--- src/rtl/hazard_ctrl.sv ---
// hazard_ctrl
//   Hazard control for a 5-stage in-order pipeline. It does three jobs:
//   - selects the operand forwarding source for rs and rt,
//   - stalls the front end (PC and IF/ID) on load-use and ALU dependencies
//     that forwarding cannot cover,
//   - drains and freezes the pipeline on an external halt request.
//
// Ports
//   clk, rst_n                      : clock, synchronous active-low reset
//   id_rs, id_rt, id_opcode         : source fields and opcode of the ID instruction
//   id_rt_is_source                 : ID instruction reads rt
//   ex_reg_write/ex_mem_read/ex_wreg    : EX stage write enable, load flag, destination
//   mem_reg_write/mem_mem_read/mem_wreg : MEM stage write enable, load flag, destination
//   wb_reg_write/wb_wreg            : WB stage write enable and destination
//   halt_req                        : request to drain and freeze the pipeline
//   rs_fwd_sel, rt_fwd_sel          : 0 = regfile, 1 = MEM value, 2 = WB value
//   hazard                          : zero the ID/EX control bits (bubble)
//   pc_write, if_id_write           : 0 = hold PC / IF/ID
//   halt_ack                        : pipeline drained and frozen
//   stall_count                     : saturating count of dependency-stall cycles

module hazard_ctrl (
    input  logic        clk,
    input  logic        rst_n,
    input  logic [4:0]  id_rs,
    input  logic [4:0]  id_rt,
    input  logic [5:0]  id_opcode,
    input  logic        id_rt_is_source,
    input  logic        ex_reg_write,
    input  logic        ex_mem_read,
    input  logic [4:0]  ex_wreg,
    input  logic        mem_reg_write,
    input  logic        mem_mem_read,
    input  logic [4:0]  mem_wreg,
    input  logic        wb_reg_write,
    input  logic [4:0]  wb_wreg,
    input  logic        halt_req,
    output logic [1:0]  rs_fwd_sel,
    output logic [1:0]  rt_fwd_sel,
    output logic        hazard,
    output logic        pc_write,
    output logic        if_id_write,
    output logic        halt_ack,
    output logic [15:0] stall_count
);

    typedef enum logic [1:0] {
        RUN    = 2'd0,
        STALL  = 2'd1,
        DRAIN  = 2'd2,
        HALTED = 2'd3
    } state_t;

    localparam logic [5:0] OP_J    = 6'h02;
    localparam logic [5:0] OP_JAL  = 6'h03;
    localparam logic [5:0] OP_BEQ  = 6'h04;

    state_t      state_q, state_d;
    logic [1:0]  stall_left_q, stall_left_d;
    logic [1:0]  drain_cnt_q, drain_cnt_d;
    logic [15:0] stall_count_q, stall_count_d;

    logic        uses_rs, uses_rt, is_branch;
    logic [1:0]  need_rs, need_rt, need;

    // A stage matters for a source only if it writes that exact, nonzero
    // register and the ID instruction actually reads the source.
    function automatic logic dep(input logic wr, input logic [4:0] wreg,
                                 input logic [4:0] src, input logic used);
        return wr && used && (src != 5'd0) && (wreg == src);
    endfunction

    // Stall cycles a single source needs: a load still in EX costs two,
    // an ALU result in EX or a load in MEM costs one.
    function automatic logic [1:0] src_need(input logic [4:0] src, input logic used);
        logic [1:0] n;
        n = 2'd0;
        if (dep(ex_reg_write, ex_wreg, src, used))
            n = ex_mem_read ? 2'd2 : 2'd1;
        else if (dep(mem_reg_write, mem_wreg, src, used) && mem_mem_read)
            n = 2'd1;
        return n;
    endfunction

    // MEM has priority over WB; a load still in MEM has no value to forward
    // yet, so it falls through to the WB check.
    function automatic logic [1:0] fwd(input logic [4:0] src, input logic used);
        logic [1:0] s;
        s = 2'd0;
        if (dep(mem_reg_write, mem_wreg, src, used) && !mem_mem_read)
            s = 2'd1;
        else if (dep(wb_reg_write, wb_wreg, src, used))
            s = 2'd2;
        return s;
    endfunction

    always_comb begin
        uses_rs   = !((id_opcode == OP_J) || (id_opcode == OP_JAL));
        uses_rt   = id_rt_is_source;
        // Branches resolve in EX here, so they need no extra stall cycles;
        // the decode is kept for visibility only.
        is_branch = (id_opcode == OP_BEQ);

        need_rs = src_need(id_rs, uses_rs);
        need_rt = src_need(id_rt, uses_rt);
        need    = (need_rs > need_rt) ? need_rs : need_rt;

        rs_fwd_sel = fwd(id_rs, uses_rs);
        rt_fwd_sel = fwd(id_rt, uses_rt);
    end

    // Next-state and Mealy outputs.
    always_comb begin
        // NOTE: every signal gets a default before the case so no path can
        // leave one unassigned and infer a latch.
        state_d       = state_q;
        stall_left_d  = stall_left_q;
        drain_cnt_d   = drain_cnt_q;
        stall_count_d = stall_count_q;
        hazard        = 1'b0;
        pc_write      = 1'b1;
        if_id_write   = 1'b1;
        halt_ack      = 1'b0;

        unique case (state_q)
            RUN: begin
                // A dependency stall wins over a halt request; the halt is
                // taken on the first clean RUN cycle afterwards.
                if (need != 2'd0) begin
                    hazard       = 1'b1;
                    pc_write     = 1'b0;
                    if_id_write  = 1'b0;
                    stall_left_d = need - 2'd1;
                    state_d      = (need == 2'd2) ? STALL : RUN;
                end else if (halt_req) begin
                    state_d     = DRAIN;
                    drain_cnt_d = 2'd3;
                end
            end
            STALL: begin
                hazard      = 1'b1;
                pc_write    = 1'b0;
                if_id_write = 1'b0;
                if (stall_left_q <= 2'd1) begin
                    stall_left_d = 2'd0;
                    state_d      = RUN;
                end else begin
                    stall_left_d = stall_left_q - 2'd1;
                end
            end
            DRAIN: begin
                hazard      = 1'b1;
                pc_write    = 1'b0;
                if_id_write = 1'b0;
                drain_cnt_d = (drain_cnt_q != 2'd0) ? drain_cnt_q - 2'd1 : 2'd0;
                if (drain_cnt_q <= 2'd1)
                    state_d = HALTED;
            end
            HALTED: begin
                hazard      = 1'b1;
                pc_write    = 1'b0;
                if_id_write = 1'b0;
                halt_ack    = 1'b1;
                if (!halt_req)
                    state_d = RUN;
            end
            default: state_d = RUN;
        endcase

        // Only dependency stalls are counted, not drain/halt bubbles.
        if (hazard && ((state_q == RUN) || (state_q == STALL))
            && (stall_count_q != 16'hFFFF))
            stall_count_d = stall_count_q + 16'd1;
    end

    // NOTE: state is updated with non-blocking assignments so every flop
    // samples the pre-edge values, independent of statement order.
    always_ff @(posedge clk) begin
        if (!rst_n) begin
            state_q       <= RUN;
            stall_left_q  <= 2'd0;
            drain_cnt_q   <= 2'd0;
            stall_count_q <= 16'd0;
        end else begin
            state_q       <= state_d;
            stall_left_q  <= stall_left_d;
            drain_cnt_q   <= drain_cnt_d;
            stall_count_q <= stall_count_d;
        end
    end

    assign stall_count = stall_count_q;

    logic unused_ok;
    assign unused_ok = is_branch;

endmodule
--- config.mk ---
export PLATFORM = sky130hd
export DESIGN_NAME = hazard_ctrl
export DESIGN_NICKNAME = d
export VERILOG_FILES = /design/src/rtl/hazard_ctrl.sv
export SDC_FILE = /design/constraint.sdc
export NUM_CORES = 1
export LEC_CHECK = 0
export CORE_MARGIN = 1.5
export CORE_UTILIZATION = 48
export DETAILED_ROUTE_END_ITERATION = 16
export PLACE_DENSITY = 0.89
export SLEW_MARGIN = 10
export SYNTH_ARGS = -nofsm -noshare
export SYNTH_HDL_FRONTEND = slang
export SYNTH_SLANG_ARGS = --single-unit
--- constraint.sdc ---
create_clock -name clk -period 11.4 [get_ports clk]
set_clock_uncertainty 0.15 [all_clocks]
set_input_delay 2.28 -clock clk [delete_from_list [all_inputs] [get_ports clk]]
set_output_delay 2.28 -clock clk [all_outputs]
set_load 0.02 [all_outputs]
Word level (Yosys, flattened, before mapping) --
Cells that the tools add are included.
Word-level totals: register bits 22, ROM bits 0, output and inout port bits 24, memories kept 0, bits in latches 0, memory bits (writable) 0, input bits 40, logic and storage cells 99
Operators by class: shift operators 0, muxes and demuxes 29, magnitude comparators 3, divide/modulo/power cells 0, bitwise gates (word level) 0, add/subtract/negate cells 4, multipliers 0, reduce and logical (&&, ||, !) cells 39, equality and inequality tests 20
Operators with widths (count):
- $mux W2 | 18
- $eq A5 B5 Y1 | 6
- $logic_and A1 B1 Y1 | 24
- $add A16 B1 Y16 const B | 1
- $ne A16 B16 Y1 const B | 1
- $eq A6 B2 Y1 const B | 2
- $ne A2 B2 Y1 const B | 6
- $reduce_bool A5 Y1 | 2
- $pmux W2 S2 | 2
- $pmux W2 S4 | 1
- $reduce_bool A2 Y1 | 4
- $eq A2 B2 Y1 const B | 3
- $mux W1 | 6
- $sub A2 B1 Y2 const B | 3
- $le A2 B1 Y1 const B | 2
- $pmux W1 S2 | 2
- $reduce_and A4 Y1 | 1
- $ne A3 B3 Y1 const B | 1
- $reduce_and A3 Y1 | 1
- $reduce_or A3 Y1 | 1
- $eq A2 B1 Y1 const B | 1
- $gt A2 B2 Y1 | 1
- $logic_not A1 Y1 | 2
- $logic_not A2 Y1 | 1
- 2 further kinds | 3

Depth between registers and ports, before layout --
depth in word-level cells 16, depth in mapped cells 17, mapped depth without buffers 17

Worst setup path before layout --
OpenSTA, ideal clock, no wires.
path type input port to output port, start point input id_rt[1], end point output pc_write, buffers on the path 1, data arrival time 5.127 ns, stages on the path 13, setup slack 3.843 ns, data required time 8.970 ns, path through or4_1 o21ai_1 or3_1 ha_1 nor2_1 o22ai_1 nor3b_1 nor2_1 ha_1 nor2b_1 nand2b_1 inv_1 buf_4
On the way: cells in the longest elaborated chain, start to end 11, elaborated cells between the ends (all ways) 15, classes of those cells 1 x order compare; 2 x eq/ne; 5 x mux; 7 x reduce/logical
Ends and longest elaborated chain:
- from (decl) | RTL line 26 | input logic [4:0] id_rt,
- $reduce_bool A5 Y1 | RTL line 70 | return wr && used && (src != 5'd0) && (wreg == src);
- $logic_and A1 B1 Y1 (2 in series) | RTL line 70
- $logic_and A1 B1 Y1 | RTL line 80 | else if (dep(mem_reg_write, mem_wreg, src, used) && mem_mem_read)
- $mux W1 | RTL line 80
- $mux W2 * | RTL line 78 | if (dep(ex_reg_write, ex_wreg, src, used))
- $gt A2 B2 Y1 | RTL line 106 | need = (need_rs > need_rt) ? need_rs : need_rt;
- $mux W2 * | RTL line 106
- $reduce_bool A2 Y1 * | RTL line 129 | if (need != 2'd0) begin
- $mux W1 *
- $pmux W1 S2 *
- to (decl) | RTL line 41 | output logic pc_write,
Every way passes the cells marked *; elsewhere a longest branch is shown, timed or not.

Final worst setup path --
start point input id_rs[0], end point output if_id_write
On the way: cells in the longest elaborated chain, start to end 11, elaborated cells between the ends (all ways) 15, classes of those cells 1 x order compare; 2 x eq/ne; 5 x mux; 7 x reduce/logical
Ends and longest elaborated chain:
- from (decl) | RTL line 25 | input logic [4:0] id_rs,
- $reduce_bool A5 Y1 | RTL line 70
- $logic_and A1 B1 Y1 (2 in series) | RTL line 70
- $logic_and A1 B1 Y1 | RTL line 80
- $mux W1 | RTL line 80
- $mux W2 * | RTL line 78
- $gt A2 B2 Y1 | RTL line 106
- $mux W2 * | RTL line 106
- $reduce_bool A2 Y1 * | RTL line 129
- $mux W1 * | RTL line 129
- $pmux W1 S2 * | RTL line 125 | unique case (state_q)
- to (decl) | RTL line 42 | output logic if_id_write,
Marks and branches as above.

==> impl_metrics.py <==
metrics = {
    "critical_path": {
        "crit_arrival_ps": 6220,
        "crit_path_max_fanout": 6,
        "worstReg2RegStart": "state_q[0]",
        "critPathLaunch": "id_rs[0]",
        "critPathRequiredTime_ps": 8970,
        "path_class": "input pin to primary output",
        "end_kind": "primary output",
        "crit_path_end": "if_id_write",
        "worstRegToRegCells": 5,
        "start_kind": "input pin",
        "r2r_end": "stall_count[9]",
        "r2r_setup_slack_ps": 9320,
    },
    "die": {
        "ioPinCount": 64,
        "start_util_pct": 51.1,
        "core-area_sq_um": 3390,
        "fp.dieW_um": 63.1,
        "die-area_sq_um": 3980,
        "row_count": 21,
        "die_y_um": 63.1,
    },
    "placement": {
        "port_buffers": 62,
        "post_dp_cell_area_sq_um": 2380,
        "hpwlAfterDp_mm": 3.41,
        "gp_congestion": 0.902,
    },
    "routing": {
        "drc": 0,
        "drt-initial-drc-count": 77,
        "wl_per_cell_um": 12.8,
        "routed_wl_mm": 4.11,
        "routed_via_density": 5.45,
        "dr.pass1.iters": 4,
        "postRouteAntennaNets": 0,
        "num_vias": 1744,
    },
    "pwr": {
        "ir_worst_vdd_mv": 0.0501,
        "cellLeakagePower_uw": 0.000908,
        "power.density_nw_per_um2": 75.2,
        "finalPower_uw": 182,
    },
    "timing": {
        "grt_setup_unrepaired": "false",
        "setup_viol": 0,
        "setup_total_negative_slack_ps": 0,
        "slew_headroom_pct": 57.7,
        "hold_viol": 0,
        "min_period_ps": 8650,
        "final_max_slew_viol_count": 0,
        "tightest_slew_ps": 633,
        "fmax_ghz": 0.116,
        "period_share_pct": 75.9,
    },
    "grt": {
        "antenna_found_initial": 0,
        "grt_pass1_vias": 1609,
        "grt.total_usage_pct": 21.1,
        "grt_max_degree": 21,
        "grt_pass1_wl_mm": 6.91,
        "overflow": 0,
    },
    "synthesis": {
        "synthCells": 214,
        "avgSynthCellArea_sq_um": 8.09,
        "ys_types": 46,
        "ys.flop_type": "dfxtp_1",
        "ys_seq_area_share_pct": 25.4,
        "netlist_top_cells_area": "dfxtp_1, xor2_1, xnor2_1",
        "syn_nets": 261,
        "synth-edff-count": 0,
        "synth_largest_area_cell": "dfxtp_1",
        "ys_warn_count": 0,
        "yosys.area.top_type_share_pct": 25.4,
        "yosys_register_bits": 22,
        "synthArstFlopShare_pct": 0,
        "syn_area_sq_um": 1730,
    },
    "layout": {
        "syn_to_final_growth_pct": 39.7,
        "stdcell_area_sq_um": 2420,
        "mostFrequentLayoutCell": "clkdlybuf4s50_1",
        "final_nets": 322,
        "final_cell_mix": "clkdlybuf4s50_1, nor2_1, xor2_1, dfxtp_1, xnor2_1",
        "num_antenna_cells": 0,
        "final_layout_size_suffix_gt1_share_pct": 5.11,
    },
    "status": {
        "status": "completed",
    },
    "cts": {
        "clock-sinks": 22,
        "clkTransAtPathRegs_ps": 110,
        "clk_latency_ps": 330,
        "cts_hold_buf": 0,
        "cts-root-buf": "clkbuf_4",
        "cts_max_level": 1,
        "cts_setup_buffers": 0,
        "clock_path_buffers": 2,
        "numCtsBuffers": 3,
        "cts_tree": "yes",
        "cts_resized": 0,
    },
    "worst_hold_path": {
        "min_path_type": "register to register",
    },
    "job": {
        "cap_viol_max_count": 0,
    },
}
## through the flow
| step | setup slack [ps] | utilization (%) | hold slack, ps | cells |
|---|---|---|---|---|
| after floorplan | 3840 | - | 348 | 214 |
| after global placement | 2850 | 70.3 | 335 | 316 |
| after detailed placement | 2770 | 70.3 | 360 | 316 |
| after CTS | 2770 | 71.4 | 378 | 320 |
| after global routing | 2450 | 71.4 | 402 | 320 |
| final | 2750 | 71.4 | 371 | 320 |
## Yosys cell counts, types with 2 or more instances
master	count
ha_1	7
inv_1	10
nand4_2	2
dfxtp_1	22
a21oi_1	10
xor2_1	22
and3_1	2
nor4_1	4
or3_1	5
nor2_1	24
nor3_1	10
nand4_1	5
clkbuf_1	5
nand2b_1	4
nand2_1	12
o21ai_0	8
xnor2_1	17
mux2i_1	3
nand3_1	14
o32ai_1	2
## layout make-up
type,instances,area (sq um)
Multi-Input combinational cell,176,1230
Tap cell,46,57.6
Inverter,10,37.5
Clock buffer,4,36.3
Sequential cell,22,440
Fill cell,261,970
Timing Repair Buffer,62,621
## sequential cells by signal, summed over array words and instances, names as in the netlist
name	count
state_q	2
stall_count	16
drain_cnt_q	2
stall_left_q	2
## where the power goes
part           switching [uW]  leakage, uW  internal [uW]  total (uW)
sequential               4.78     0.000178           79.8        84.6
clock                    24.9    0.0000210           19.6        44.5
combinational            23.9     0.000708           28.9        52.8
total                    53.6     0.000908            128         182
## worst min-delay path by stage
stage                               start               to  slack (ps)  depth (start not counted)
after floorplan           stall_left_q[1]  stall_left_q[1]         350                          2
after global placement    stall_count[15]  stall_count[15]         340                          2
after detailed placement  stall_count[15]  stall_count[15]         360                          2
after CTS                 stall_count[15]  stall_count[15]         380                          2
after global routing      stall_count[15]  stall_count[15]         400                          2
final                      stall_count[9]   stall_count[9]         370                          2
## layer usage
layer	track usage [%]	vias up	wire (um)
met4	9.72	0	93
met1	27.3	800	1860
li1	-	880	-
met5	0	-	0
met2	35.9	55	2000
met3	1.43	9	155
## cell families after synthesis
| kind of cell | synth area share, % |
|---|---|
| AO/OA/AOI/OAI | 12.7 |
| buffers and inverters | 3.69 |
| AND/OR/NAND/NOR | 30.3 |
| adder cells (fa/ha/maj) | 5.06 |
| flip-flops | 25.4 |
| XOR/XNOR | 19.7 |
| multiplexers | 3.03 |
## critical path, cell delays in order
cell             delay [ps]
clkdlybuf4s50_1         610
nor3_1                  110
a22o_1                  290
nor3_2                  230
mux2_1                  370
ha_1                    290
inv_1                    60
o22ai_1                  80
nor3b_1                 160
nor2_1                  210
ha_1                    200
nor2b_1                 480
nand2b_1                140
inv_1                   100
clkdlybuf4s50_1         610
No activity file was read; power rests on OpenSTA's default activity.
